**src/rtl/lcd_pkg.sv**
```systemverilog
// Shared definitions for the HD44780-style display model: opcode masks,
// DDRAM line geometry, FSM state encodings and cursor arithmetic.
package lcd_pkg;

    typedef enum logic [2:0] {
        ST_INIT0,
        ST_INIT1,
        ST_INIT2,
        ST_NIB_HI,
        ST_NIB_LO
    } lcd_state_t;

    localparam logic [7:0] OP_SET_DDRAM = 8'h80;
    localparam logic [7:0] OP_SET_CGRAM = 8'h40;
    localparam logic [7:0] OP_FUNC_SET  = 8'h20;
    localparam logic [7:0] OP_SHIFT     = 8'h10;
    localparam logic [7:0] OP_DISP_CTRL = 8'h08;
    localparam logic [7:0] OP_ENTRY     = 8'h04;
    localparam logic [7:0] OP_HOME      = 8'h02;
    localparam logic [7:0] OP_CLEAR     = 8'h01;

    localparam logic [7:0] BLANK      = 8'h20;
    localparam int         LINE_LEN   = 40;
    localparam logic [6:0] LINE1_BASE = 7'h00;
    localparam logic [6:0] LINE2_BASE = 7'h40;
    localparam logic [6:0] LINE1_END  = LINE1_BASE + 7'(LINE_LEN - 1);
    localparam logic [6:0] LINE2_END  = LINE2_BASE + 7'(LINE_LEN - 1);

    // Step the address counter, hopping between the two 40-column windows.
    function automatic logic [6:0] cur_step(input logic [6:0] c, input logic up);
        if (up) begin
            if (c == LINE1_END) return LINE2_BASE;
            if (c == LINE2_END) return LINE1_BASE;
            return c + 7'd1;
        end
        if (c == LINE1_BASE) return LINE2_END;
        if (c == LINE2_BASE) return LINE1_END;
        return c - 7'd1;
    endfunction

    function automatic logic [6:0] cur_sanitize(input logic [6:0] c);
        if (c <= LINE1_END || (c >= LINE2_BASE && c <= LINE2_END)) return c;
        return LINE1_BASE;
    endfunction

endpackage

```
**src/rtl/lcd_ddram_2p.sv**
```systemverilog
// 128x8 display data RAM: one write port, one registered read port.
// A read colliding with a write to the same address returns the old byte.
module lcd_ddram_2p (
    input  logic       clk,
    input  logic       rst,
    input  logic       we,
    input  logic [6:0] wa,
    input  logic [7:0] wd,
    input  logic [6:0] ra,
    output logic [7:0] rd
);

    logic [7:0] mem [128];

    always_ff @(posedge clk) begin
        if (we) mem[wa] <= wd;
    end

    always_ff @(posedge clk) begin
        if (rst) rd <= '0;
        else     rd <= mem[ra];
    end

endmodule

```
**src/rtl/lcd_hd44780_rx.sv**
```systemverilog
// Responder end of the 4-bit character-LCD bus: samples the strobe, runs the
// init/nibble FSM, decodes commands, tracks busy time and flags violations.
module lcd_hd44780_rx
    import lcd_pkg::*;
#(
    parameter int E_MIN_CYC    = 12,
    parameter int NIB_GAP_CYC  = 50,
    parameter int CMD_WAIT_CYC = 2000,
    parameter int CLR_WAIT_CYC = 82000
) (
    input  logic       clk,
    input  logic       rst,
    input  logic       lcd_e,
    input  logic       lcd_rs,
    input  logic       lcd_rw,
    input  logic [3:0] lcd_db,
    input  logic       sf_ce0,
    input  logic [6:0] rd_addr,
    output logic [7:0] rd_data,
    output logic       byte_valid,
    output logic       byte_rs,
    output logic [7:0] byte_data,
    output logic [6:0] cursor,
    output logic       disp_on,
    output logic       busy,
    output logic       err_timing,
    output logic       err_bus
);

    localparam int CW     = 16;
    localparam int WMAX   = (CLR_WAIT_CYC > CMD_WAIT_CYC) ? CLR_WAIT_CYC : CMD_WAIT_CYC;
    localparam int BW     = $clog2(WMAX + 1);
    localparam logic [CW-1:0] E_MIN   = CW'(E_MIN_CYC);
    localparam logic [CW-1:0] NIB_GAP = CW'(NIB_GAP_CYC);

    function automatic logic [CW-1:0] sat_inc(input logic [CW-1:0] x);
        return (&x) ? x : x + 1'b1;
    endfunction

    logic          e_r, e_d, rs_r, rs_d, rw_r, rw_d, ce_r, ce_d;
    logic [3:0]    db_r, db_d;
    logic [CW-1:0] hi_cnt, gap_cnt, gap_lat;
    logic          e_rise, e_fall;

    // All bus pins travel together so the fall cycle sees the last high sample.
    always_ff @(posedge clk) begin
        if (rst) begin
            {e_r, e_d, rs_r, rs_d, rw_r, rw_d, ce_r, ce_d} <= '0;
            db_r    <= '0;
            db_d    <= '0;
            hi_cnt  <= '0;
            gap_cnt <= '0;
            gap_lat <= '0;
        end else begin
            {e_r, rs_r, rw_r, ce_r, db_r} <= {lcd_e, lcd_rs, lcd_rw, sf_ce0, lcd_db};
            {e_d, rs_d, rw_d, ce_d, db_d} <= {e_r, rs_r, rw_r, ce_r, db_r};
            hi_cnt  <= e_r ? sat_inc(hi_cnt) : '0;
            gap_cnt <= e_r ? '0 : sat_inc(gap_cnt);
            if (e_rise) gap_lat <= gap_cnt;
        end
    end

    assign e_rise = e_r & ~e_d;
    assign e_fall = e_d & ~e_r;

    lcd_state_t    state;
    logic [3:0]    hi_nib;
    logic          inc;
    logic [BW-1:0] busy_cnt;
    logic          fill_act;
    logic [6:0]    fill_cnt;
    logic          wr_en;
    logic [6:0]    wr_addr;
    logic [7:0]    wr_data;
    logic [7:0]    nib_byte;
    logic          clr_home;

    assign nib_byte = {hi_nib, db_d};
    assign clr_home = (nib_byte[7:2] == 6'd0) && (nib_byte[1:0] != 2'd0);
    assign busy     = fill_act | (busy_cnt != '0);

    always_ff @(posedge clk) begin
        if (rst) begin
            state      <= ST_INIT0;
            hi_nib     <= '0;
            inc        <= 1'b1;
            busy_cnt   <= '0;
            fill_act   <= 1'b1;
            fill_cnt   <= '0;
            wr_en      <= 1'b0;
            wr_addr    <= '0;
            wr_data    <= '0;
            byte_valid <= 1'b0;
            byte_rs    <= 1'b0;
            byte_data  <= '0;
            cursor     <= '0;
            disp_on    <= 1'b0;
            err_timing <= 1'b0;
            err_bus    <= 1'b0;
        end else begin
            byte_valid <= 1'b0;
            wr_en      <= 1'b0;
            if (busy_cnt != '0) busy_cnt <= busy_cnt - 1'b1;
            // A data write landing on the fill slot takes it; otherwise the fill stalls a cycle.
            if (fill_act && (!wr_en || wr_addr == fill_cnt)) begin
                fill_cnt <= fill_cnt + 7'd1;
                if (fill_cnt == 7'h7f) fill_act <= 1'b0;
            end
            if (e_fall) begin
                if (rw_d || !ce_d) begin
                    err_bus <= 1'b1;
                end else begin
                    if (hi_cnt < E_MIN) err_timing <= 1'b1;
                    case (state)
                        ST_INIT0, ST_INIT1, ST_INIT2: begin
                            byte_valid <= 1'b1;
                            byte_rs    <= rs_d;
                            byte_data  <= {db_d, 4'h0};
                            if (!rs_d) begin
                                if (state == ST_INIT0 && db_d == 4'h3) state <= ST_INIT1;
                                if (state == ST_INIT1 && db_d == 4'h3) state <= ST_INIT2;
                                if (state == ST_INIT2 && db_d == 4'h2) state <= ST_NIB_HI;
                            end
                        end
                        ST_NIB_HI: begin
                            hi_nib <= db_d;
                            state  <= ST_NIB_LO;
                        end
                        default: begin
                            if (gap_lat < NIB_GAP || busy) err_timing <= 1'b1;
                            byte_valid <= 1'b1;
                            byte_rs    <= rs_d;
                            byte_data  <= nib_byte;
                            state      <= ST_NIB_HI;
                            busy_cnt   <= clr_home ? BW'(CLR_WAIT_CYC) : BW'(CMD_WAIT_CYC);
                            if (rs_d) begin
                                wr_en   <= 1'b1;
                                wr_addr <= cursor;
                                wr_data <= nib_byte;
                                cursor  <= cur_step(cursor, inc);
                            end else if (|(nib_byte & OP_SET_DDRAM)) begin
                                cursor <= cur_sanitize(nib_byte[6:0]);
                            end else if (|(nib_byte & (OP_SET_CGRAM | OP_FUNC_SET | OP_SHIFT))) begin
                                cursor <= cursor;
                            end else if (|(nib_byte & OP_DISP_CTRL)) begin
                                disp_on <= nib_byte[2];
                            end else if (|(nib_byte & OP_ENTRY)) begin
                                inc <= nib_byte[1];
                            end else if (|(nib_byte & OP_HOME)) begin
                                cursor <= LINE1_BASE;
                            end else if (|(nib_byte & OP_CLEAR)) begin
                                cursor   <= LINE1_BASE;
                                inc      <= 1'b1;
                                fill_act <= 1'b1;
                                fill_cnt <= '0;
                            end
                        end
                    endcase
                end
            end
        end
    end

    lcd_ddram_2p u_ddram (
        .clk (clk),
        .rst (rst),
        .we  (wr_en | fill_act),
        .wa  (wr_en ? wr_addr : fill_cnt),
        .wd  (wr_en ? wr_data : BLANK),
        .ra  (rd_addr),
        .rd  (rd_data)
    );

endmodule

```
**config.mk**
```make
export PLATFORM = sky130hd
export DESIGN_NAME = lcd_hd44780_rx
export DESIGN_NICKNAME = d
export VERILOG_FILES = /design/src/rtl/lcd_pkg.sv /design/src/rtl/lcd_ddram_2p.sv /design/src/rtl/lcd_hd44780_rx.sv
export SDC_FILE = /design/constraint.sdc
export NUM_CORES = 1
export LEC_CHECK = 0
export CAP_MARGIN = 20
export CORE_MARGIN = 8
export CORE_UTILIZATION = 41
export DETAILED_ROUTE_END_ITERATION = 10
export GPL_ROUTABILITY_DRIVEN = 0
export GPL_TIMING_DRIVEN = 0
export PLACE_DENSITY_LB_ADDON = 0.08
export SLEW_MARGIN = 15
export SYNTH_ARGS = -nofsm -noshare
export SYNTH_HDL_FRONTEND = slang
export SYNTH_SLANG_ARGS = --single-unit
```
**constraint.sdc**
```tcl
create_clock -name clk -period 7.7 [get_ports clk]
set_input_delay 1.54 -clock clk [delete_from_list [all_inputs] [get_ports clk]]
set_output_delay 1.54 -clock clk [all_outputs]
set_load 0.02 [all_outputs]
```
==> results of run 1 <==
==> sequential cells by signal, indices dropped and copies added (netlist names), 3 cells and up <==
| signal | cells |
|---|---|
| gap_cnt | 16 |
| cursor | 7 |
| db_r | 4 |
| wr_addr | 7 |
| u_ddram.rd | 8 |
| state | 3 |
| db_d | 4 |
| byte_data | 8 |
| busy_cnt | 17 |
| hi_cnt | 16 |
| fill_cnt | 7 |
| hi_nib | 4 |
| gap_lat | 15 |
| u_ddram.mem | 1024 |
| wr_data | 8 |
==> Yosys cell counts (all sizes together), types with 15 or more instances <==
library cell | n | share of area [%]
edfxtp | 1024 | 67
mux4 | 227 | 11
nor2 | 224 | 1.8
nand2 | 150 | 1.2
dfxtp | 140 | 6.1
mux2i | 129 | 2.8
clkbuf | 78 | 0.64
a21oi | 75 | 0.82
buf | 68 | 0.79
nand3 | 53 | 0.58
o21ai | 43 | 0.47
a22oi | 41 | 0.67
nor3 | 31 | 0.34
mux2 | 27 | 0.66
xor2 | 27 | 0.51
nor2b | 24 | 0.33
xnor2 | 23 | 0.44
nand4 | 21 | 0.29
nand2b | 16 | 0.22
a221oi | 15 | 0.29
==> cell families (layout without fill, tap and decap cells) <==
kind of cell | count (synthesis) | after routing | share of synthesized area (%)
flops | 1164 | 1164 | 73.0
simple gates | 607 | 607 | 6.19
mux | 383 | 383 | 14.6
compound gates | 250 | 250 | 3.62
buf+inv | 158 | 456 | 1.53
xor+xnor | 50 | 50 | 0.952
fa+ha+maj | 6 | 6 | 0.163
other cells | 0 | 1 | 0
==> layout make-up <==
cell class	count	area (sq um)	share of cell area, %
antenna	1	2.50	0.00473
buffer	146	662	1.25
clock buffer	176	3640	6.87
clock inverter	57	561	1.06
inverter	12	45.0	0.0851
multi-input combinational	1296	11800	22.2
sequential	1164	33600	63.4
tap	1500	1880	3.55
timing repair buffer	65	802	1.52
==> critical path: stages <==
cell             delay, ns
clkdlybuf4s50_1       0.66
buf_2                 0.45
buf_2                 0.34
clkbuf_1              0.76
nand2_1               0.36
o22ai_1               0.37
nor3_1                0.11
a21oi_1               0.51
nand4_1               0.41
==> how the worst max path moves through the flow <==
stage	depth (start not counted)	from	endpoint	slack [ns]
after floorplan	9	rd_addr[0]	u_ddram.rd[0]	4.20
after global placement	4	wr_en	u_ddram.mem[8][0]	1.75
after detailed placement	9	rd_addr[4]	u_ddram.rd[6]	2.14
after CTS	6	busy_cnt[7]	busy	2.74
after global routing	6	busy_cnt[7]	busy	2.60
final	9	rd_addr[4]	u_ddram.rd[7]	2.66
==> routing by layer <==
| layer | vias to the layer above | share of wire (%) |
|---|---|---|
| li1 | 10800 | - |
| met1 | 13100 | 45 |
| met2 | 808 | 47 |
| met3 | 199 | 5.4 |
| met4 | 4 | 2.6 |
| met5 | - | 0.021 |
==> stage by stage <==
step                      area [sq um]  setup slack, ns  power (mW)
final                            52900             2.66        13.7
after global routing             52900             2.60        14.1
after CTS                        52900             2.74        13.8
after detailed placement         48700             2.14        7.75
after global placement           48300             1.75        7.73
after floorplan                  46000             4.20        7.47
==> power breakdown <==
group | switching, mW | total (mW) | internal, mW
registers | 0.0388 | 6.86 | 6.82
logic | 0.460 | 0.757 | 0.297
clock network | 2.48 | 6.08 | 3.59
total | 2.98 | 13.7 | 10.7
==> results.py, run 1 <==
metrics = {
    "sta": {
        "fin_tns_setup_ns": 0,
        "worst_pin_slew_ns": 1.17,
        "slew_headroom_pct": 21.2,
        "hold-worst-slack_ns": 0.439,
        "maxSlewViolCount": 0,
        "finalSetupViolCount": 0,
        "max_freq_ghz": 0.198,
        "hold_viol": 0,
        "finalCritPeriodShare_pct": 65.5,
        "rsz0062_at_grt": "no",
        "fin_crit_ns": 5.04,
        "skew_ns": 0.0324,
    },
    "floorplan": {
        "rows": 123,
        "die_area_sq_um": 123000,
        "pin_count": 46,
        "fp.dieH_um": 351,
        "core_sq_um": 112000,
        "start_util_pct": 41.1,
        "chipWidth_um": 351,
    },
    "finish": {
        "utilization_pct": 47.3,
        "final_cell_mix": "edfxtp_1 (1024), mux4_2 (227), nor2_1 (223)",
        "drive_gt1_share_pct": 18.4,
        "final_nets": 2838,
        "synthToLayoutAreaGrowth_pct": 15.0,
        "final_common_cell": "edfxtp_1",
        "fillers": 9432,
        "final_cells": 4417,
    },
    "clock_tree": {
        "cts_num_sinks": 1164,
        "cts_buffers": 130,
        "hold_buffers": 0,
        "cts_tree": "built",
        "htreeDepth": 4,
        "cts_setup_buffers": 0,
        "cts_resized": 0,
        "cts_root_buf": "clkbuf_16",
        "clock_latency_ns": 0.75,
        "clk_pin_slew_worst_paths_ns": 0.06,
        "clockBufferDepth": 3,
    },
    "global_routing": {
        "grt.overflow.total": 0,
        "grt_antenna_before_repair": 8,
        "grt_pass1_vias": 25400,
        "grt_usage_pct": 19.8,
        "grt_util_met3_pct": 3.56,
        "use_met2_pct": 31.9,
        "met1_usage_pct": 27.7,
        "grt_max_degree": 75,
        "busiest_layer": "met2",
        "grt_pass1_wl_um": 178000,
    },
    "setup_path": {
        "reg2reg_setup_slack_ns": 3.54,
        "reg2reg_from": "wr_en",
        "reg2reg_to": "u_ddram.mem[115][3]",
        "crit_path_start_kind": "input port",
        "endpoint_kind": "register",
        "crit_type": "in2reg",
        "rr_worst_depth": 7,
        "crit_required_ns": 8.18,
        "cp_max_fo": 10,
        "cp.arrival_ns": 5.52,
    },
    "power_and_ir_drop": {
        "p_per_area_nw_per_um2": 259,
        "max-vdd-ir-drop_v": 0.000157,
        "p_leak_nw": 16.8,
    },
    "synthesis": {
        "syn_area_sq_um": 46000,
        "syn-num-nets": 2641,
        "syn_avg_cell_area_sq_um": 17.6,
        "ys.flop_type": "edfxtp_1",
        "ys_seq_elements": 1164,
        "syn_inst": 2618,
        "synth_edf_count": 1024,
        "seq_area_frac_synth_pct": 73.0,
        "synth_cell_types": 71,
        "yosys_warnings": 0,
        "async_flop_share_pct": 0,
    },
    "job": {
        "cap_violations": 0,
    },
    "min_path": {
        "hold_depth": 1,
        "hold_class": "reg2reg",
        "hold_path.startpoint": "db_r[2]",
        "hold_end": "db_d[2]",
    },
    "outcome": {
        "status": "complete, no violations",
    },
    "drt": {
        "wl_um": 123000,
        "viasPerCell": 5.64,
        "wl_per_cell_um": 27.8,
        "drtIter0Drc": 2523,
        "drtAntennaViolNets": 0,
        "firstDrtPassIters": 7,
        "num_vias": 24900,
        "remaining_drc_errors": 0,
    },
    "place": {
        "port_buffers": 42,
        "dp_hpwl_um": 85000,
        "dpl.cell_count": 4181,
    },
}
Power figures use the tool's default switching activity.
==> inputs of run 2 (changes only) <==
Clock period 7.7 ns to 4.72 ns, I/O delays scaled along.
==> results of run 2 <==
The final DEF is identical to that of run 1. Status: complete, no violations.
Among the figures that moved: setup slack after placement 2.14 ns -> -0.243 ns; setup slack after layout 2.66 ns -> 0.274 ns; register-to-register setup slack 3.54 ns -> 0.56 ns; total power 13.7 mW -> 22.3 mW; worst IR drop on VDD 0.000157 V -> 0.000256 V
